## config.mk

```make
export PLATFORM = sky130hd
export DESIGN_NAME = piso_bit_serializer
export DESIGN_NICKNAME = d
export VERILOG_FILES = /design/src/rtl/seqdet_pkg.sv /design/src/rtl/piso_bit_serializer.sv
export SDC_FILE = /design/constraint.sdc
export NUM_CORES = 1
export LEC_CHECK = 0
export ABC_AREA = 0
export CELL_PAD_IN_SITES_DETAIL_PLACEMENT = 1
export CELL_PAD_IN_SITES_GLOBAL_PLACEMENT = 1
export CORE_AREA = 2 2 45 47
export CTS_CLUSTER_SIZE = 30
export DETAILED_ROUTE_END_ITERATION = 10
export DIE_AREA = 0 0 47 49
export GPL_TIMING_DRIVEN = 0
export PLACE_DENSITY = 0.68
export SLEW_MARGIN = 40
export SYNTH_ARGS = -nofsm -noshare
export SYNTH_HDL_FRONTEND = slang
export SYNTH_SLANG_ARGS = --single-unit
```

## constraint.sdc

```tcl
create_clock -name clk -period 2.2 [get_ports clk]
set_clock_uncertainty 0.05 [all_clocks]
set_input_delay 0.44 -clock clk [delete_from_list [all_inputs] [get_ports clk]]
set_output_delay 0.44 -clock clk [all_outputs]
set_load 0.01 [all_outputs]
```

## src/rtl/seqdet_pkg.sv

```systemverilog
// Shared types and defaults for the 1101 sequence-detector family
// and its bit serializer.
package seqdet_pkg;

  localparam int SER_DEFAULT_WIDTH = 8;
  localparam int SER_DEFAULT_GAP   = 0;
  localparam int SER_GAP_W         = 4;  // holds GAP-1 for GAP up to 15

  typedef enum logic [1:0] {
    IDLE,
    SHIFT,
    GAP
  } ser_state_t;

  typedef enum logic [2:0] {
    DET_S0,
    DET_S1,
    DET_S11,
    DET_S110,
    DET_S1101
  } det_state_t;

endpackage

```

## src/rtl/piso_bit_serializer.sv

```systemverilog
// Parallel-in/serial-out stage: accepts WIDTH-bit words on valid/ready and
// emits one bit per clock, with optional idle gap after each word.
module piso_bit_serializer #(
  parameter int WIDTH     = seqdet_pkg::SER_DEFAULT_WIDTH,
  parameter int MSB_FIRST = 1,
  parameter int GAP       = seqdet_pkg::SER_DEFAULT_GAP
) (
  input  logic             clk,
  input  logic             reset,
  input  logic             i_valid,
  input  logic [WIDTH-1:0] i_word,
  output logic             o_ready,
  output logic             o_data,
  output logic             o_bit_valid,
  output logic             o_last
);
  import seqdet_pkg::*;

  localparam int CW = $clog2(WIDTH);
  localparam logic [CW-1:0] LAST_IDX = CW'(WIDTH - 1);

  // The GAP parameter shadows the enum member, so that state is scoped explicitly.
  ser_state_t             state_q, state_d;
  logic [WIDTH-1:0]       shreg_q, shreg_d;
  logic [CW-1:0]          cnt_q, cnt_d;
  logic [SER_GAP_W-1:0]   gap_q, gap_d;

  logic last_bit;
  logic head_bit;
  logic accept;

  assign last_bit = (cnt_q == LAST_IDX);
  assign head_bit = (MSB_FIRST != 0) ? shreg_q[WIDTH-1] : shreg_q[0];
  assign accept   = i_valid && o_ready;

  // NOTE: state uses non-blocking assignments so every register updates from pre-edge values.
  always_ff @(posedge clk or posedge reset) begin
    if (reset) begin
      state_q <= IDLE;
      shreg_q <= '0;
      cnt_q   <= '0;
      gap_q   <= '0;
    end else begin
      state_q <= state_d;
      shreg_q <= shreg_d;
      cnt_q   <= cnt_d;
      gap_q   <= gap_d;
    end
  end

  // NOTE: every signal gets a default first so no path through the case infers a latch.
  always_comb begin
    state_d = state_q;
    shreg_d = shreg_q;
    cnt_d   = cnt_q;
    gap_d   = gap_q;
    case (state_q)
      IDLE: begin
        if (accept) begin
          state_d = SHIFT;
          shreg_d = i_word;
          cnt_d   = '0;
        end
      end
      SHIFT: begin
        if (!last_bit) begin
          cnt_d   = cnt_q + CW'(1);
          shreg_d = (MSB_FIRST != 0) ? (shreg_q << 1) : (shreg_q >> 1);
        end else if (GAP > 0) begin
          state_d = seqdet_pkg::GAP;
          gap_d   = SER_GAP_W'(GAP - 1);
          cnt_d   = '0;
        end else if (accept) begin
          shreg_d = i_word;
          cnt_d   = '0;
        end else begin
          state_d = IDLE;
          cnt_d   = '0;
        end
      end
      seqdet_pkg::GAP: begin
        if (gap_q == '0) state_d = IDLE;
        else             gap_d   = gap_q - SER_GAP_W'(1);
      end
      default: state_d = IDLE;
    endcase
  end

  // Outputs decode registered state only; o_ready never looks at i_valid.
  always_comb begin
    o_ready     = 1'b0;
    o_data      = 1'b0;
    o_bit_valid = 1'b0;
    o_last      = 1'b0;
    case (state_q)
      IDLE:  o_ready = 1'b1;
      SHIFT: begin
        o_bit_valid = 1'b1;
        o_data      = head_bit;
        o_last      = last_bit;
        o_ready     = (GAP == 0) && last_bit;
      end
      default: ;
    endcase
  end

endmodule

```

# Word-level counts from Yosys, hierarchy flattened
# Cells that the tools add are included.
dict set report totals {
  output_inout_bits 4
  ff_bits 17
}
dict set report classes {
  n_mux 15
  reduce_logical 7
  n_bitwise 1
  n_eq_ne 7
  n_addsub 2
}
# cell n
set op_table {}
lappend op_table {{$mux 8} 2}
lappend op_table {{$pmux 8 s2} 1}
lappend op_table {{$mux 2} 4}
lappend op_table {{$ne 2x2->1 const B} 4}
lappend op_table {{$mux 3} 2}
lappend op_table {{$pmux 2 s3} 1}
lappend op_table {{$pmux 3 s2} 1}
lappend op_table {{$logic_not 4->1} 1}
lappend op_table {{$reduce_and 2->1} 2}
lappend op_table {{$reduce_and 4->1} 1}
lappend op_table {{$sub 4x1->4 const B} 1}
lappend op_table {{$add 3x1->3 const B} 1}
lappend op_table {{$eq 3x3->1 const B} 1}
lappend op_table {{$mux 1} 3}
lappend op_table {{$eq 2x1->1 const B} 1}
lappend op_table {{$eq 2x2->1 const B} 1}
lappend op_table {{$logic_not 2->1} 1}
lappend op_table {{$pmux 1 s2} 1}
lappend op_table {{$reduce_bool 2->1} 1}
lappend op_table {{$logic_and 1x1->1} 1}
lappend op_table {{$not 1->1} 1}

# Longest topological paths before layout
dict set report depth {
  depth_word 6
  mapped_depth 5
  mapped_depth_nobuf 4
}

# Least setup slack after synthesis
# OpenSTA, ideal clock, no wires.
dict set report synth_timing {
  path_type {flip-flop to output port}
  start {reg cnt_q[0]}
  end {out o_ready}
  setup_slack_ns 0.659
  arrival_time_ns 1.051
  stages_incl_launch_ff 5
  path_buffers 1
  cell_sequence {dfrtp_1 ha_1 ha_1 nand2b_1 buf_6}
}
dict set report synth_via {
  elab_chain_len 2
}
# element line_no
set synth_rtl {}
lappend synth_rtl {{from (decl)} piso_bit_serializer.sv:25} ;# logic [CW-1:0] cnt_q, cnt_d;
lappend synth_rtl {{from (signal assigned)} piso_bit_serializer.sv:46} ;# cnt_q <= cnt_d;
lappend synth_rtl {{$eq 3x3->1} piso_bit_serializer.sv:32} ;# assign last_bit = (cnt_q == LAST_IDX);
lappend synth_rtl {{$pmux 1 s2} piso_bit_serializer.sv:95} ;# case (state_q)
lappend synth_rtl {{to (decl)} piso_bit_serializer.sv:12} ;# output logic o_ready,
# No other way between the ends.

# Worst setup path after layout
# Same ends and word-level chain as after synthesis.

==> out/results.tsv <==
metric	value	unit
outcome	finished, final reports clean	
power_leakage	0.0004553	uW
clk_latency	270	ps
async_flop_share	100.0	%
grt.total_usage	11.22	%
cts_root_buffer	clkbuf_4	
wirelength	1152	um
fillerInstances	198	
area_growth	43.19	%
via_per_inst	4.418	
ys_top_cells_by_area	dfrtp_1 (47%), mux2_4 (30%), ha_1 (3.9%)	
crit_type	register to primary output	
initial_core_util	34.92	%
ff_latch_area	300.3	sq um
synth_nets	57	
met2WireLength	537	um
cts_max_level	1	
clock_path_buffers	2	
ant_nets	0	
die_y	49	um
nNetsFinal	85	
port_buffers	14	
maxCapViolCount	0	
crit_required	1710	ps
die_area	0.002303	sq mm
synth_largest_area_cell	dfrtp_1	
io_pins	15	
setup_viol	0	
grt.overflow.total	0	
dr_wl_met3	46	um
synth_area_per_cell	14.62	sq um
finalSetupTns	0	ps
yosysTopAreaCellShare	46.69	%
hold-worst-slack	420.3	ps
cts_sinks	12	
cts-buffers-inserted	3	
multi_input_area	319.1	sq um
tightest_slew	454.2	ps
ys_seq_area_share	46.69	%
p_per_area	1231	mW/mm^2
rsz0062_at_grt	no	
layout_min_cycle_time	2122	ps
wl_met1	558	um
yosys_warnings	0	
row_count	16	
antenna_found_initial	0	
drt_iter0_drc	2	
start_kind	register	
synthFlopType	dfrtp_1	
cts.clk_slew.worst_paths	80	ps
hold_violations	0	
path_max_fanout	9	
max_freq	471.3	MHz
dieWidth	47	um
ir_drop	0.5858	mV
yosysMostFrequentCell	mux2_4	
critPathCaptureType	primary output	
grt_pass1_wl	1842	um
relSlewSlack	69.69	%
syn_area	643.1	sq um
hold_class	input port to asynchronous set/reset pin	
finalCritPeriodShare	96.45	%
place.gp.congestion	0.6025	
drc	0	
firstDrtPassIters	2	
cp.arrival	1630	ps
tritoncts	built	
n_antenna_cell	0	
wire_per_inst	11.76	um
dpl.hpwl	772.5	um
via_count	433	
synth_top_cells_by_count	mux2_4 (13), dfrtp_1 (12), and2_1 (3)	
highest_layer	met4	
synth.distinct_cells	14	
postSynthCellCount	44	
finish.utilization	50.00	%
grt_max_degree	13	
maxSlewViolCount	0	
drive_gt1_share	43.66	%
synth_edf_count	0	
core_area	0.001842	sq mm
grt_pass1_vias	419	
ys_ff_latch	12	
## worst paths after layout
kind	start	end	slack, ps	cells after the start
worst max-delay path	cnt_q[0]$_DFFE_PP0P_	o_ready	80	5
worst min-delay path	reset	cnt_q[0]$_DFFE_PP0P_	420	2
worst max register to register	cnt_q[0]$_DFFE_PP0P_	shreg_q[6]$_DFF_PP0_	530	6
worst min register to register	shreg_q[5]$_DFF_PP0_	shreg_q[6]$_DFF_PP0_	460	1
max in group asynchronous	reset	shreg_q[6]$_DFF_PP0_	1360	2
min in group clk	shreg_q[5]$_DFF_PP0_	shreg_q[6]$_DFF_PP0_	460	1
## layer usage
layer,up-vias,track usage [%]
li1,205,-
met1,217,15.84
met2,9,15.98
met3,2,2.222
met4,0,5.556
met5,-,0
## where the power goes
part	leakage, uW	total, uW	internal [uW]	switching, uW
clock network	0.0000210	171	100	70.8
logic	0.000283	586	402	185
registers	0.000151	376	315	61.1
total	0.000455	1130	817	317
## registers in the layout, indices dropped and copies added (netlist names)
name	flops
cnt_q	3
state_q	1
shreg_q	8
## placed cells by master (no fill, tap or decap), types with 2 or more instances in the layout
master            n
a22o_1            2
and2_1            3
dlygate4sd2_1     2
buf_6             2
mux2_4           13
clkbuf_4          3
clkdlybuf4s50_1  12
buf_4             9
nor2_1            2
dfrtp_1          12
nand2b_1          2
## cell type report
class	count	area share [%]
buffer	2	2.446
clock buffer	4	3.940
inverter	1	0.4076
multi-input combinational	29	34.65
sequential	12	32.61
tap	27	3.668
timing repair buffer	23	22.28
## through the flow
step,power (uW),instance area (sq um),cells,setup WS [ps]
6_report,1134,920.9,98,78.04
5_1_grt,1216,920.9,98,9.198
4_1_cts,1017,850.8,89,0.8408
3_5_place_dp,852.6,817.0,85,112.6
3_3_place_gp,839.7,817.0,85,121.5
2_1_floorplan,714.8,643.1,44,658.7
## cell families after synthesis
group	after synthesis	share of synthesized area, %
buffers and inverters	3	4.085
DFF	12	46.69
AOI/OAI and AO/OA	3	3.502
muxes	15	33.85
adders and majority gates	2	3.890
and+or+nand+nor	9	7.977
## worst max-delay path, cell delays in order (launching register included)
cell,delay (ps)
dfrtp_1,410
ha_1,210
ha_2,170
nand2b_1,150
buf_6,150
dlygate4sd2_1,280
## what timing repair did
action | in CTS | in global routing
hold buffers | 0 | 0
setup endpoints to repair | 2 | 1
buffers inserted | 0 | 9
gates resized for setup | 2 | 1
(Power assumes the default switching activity.)
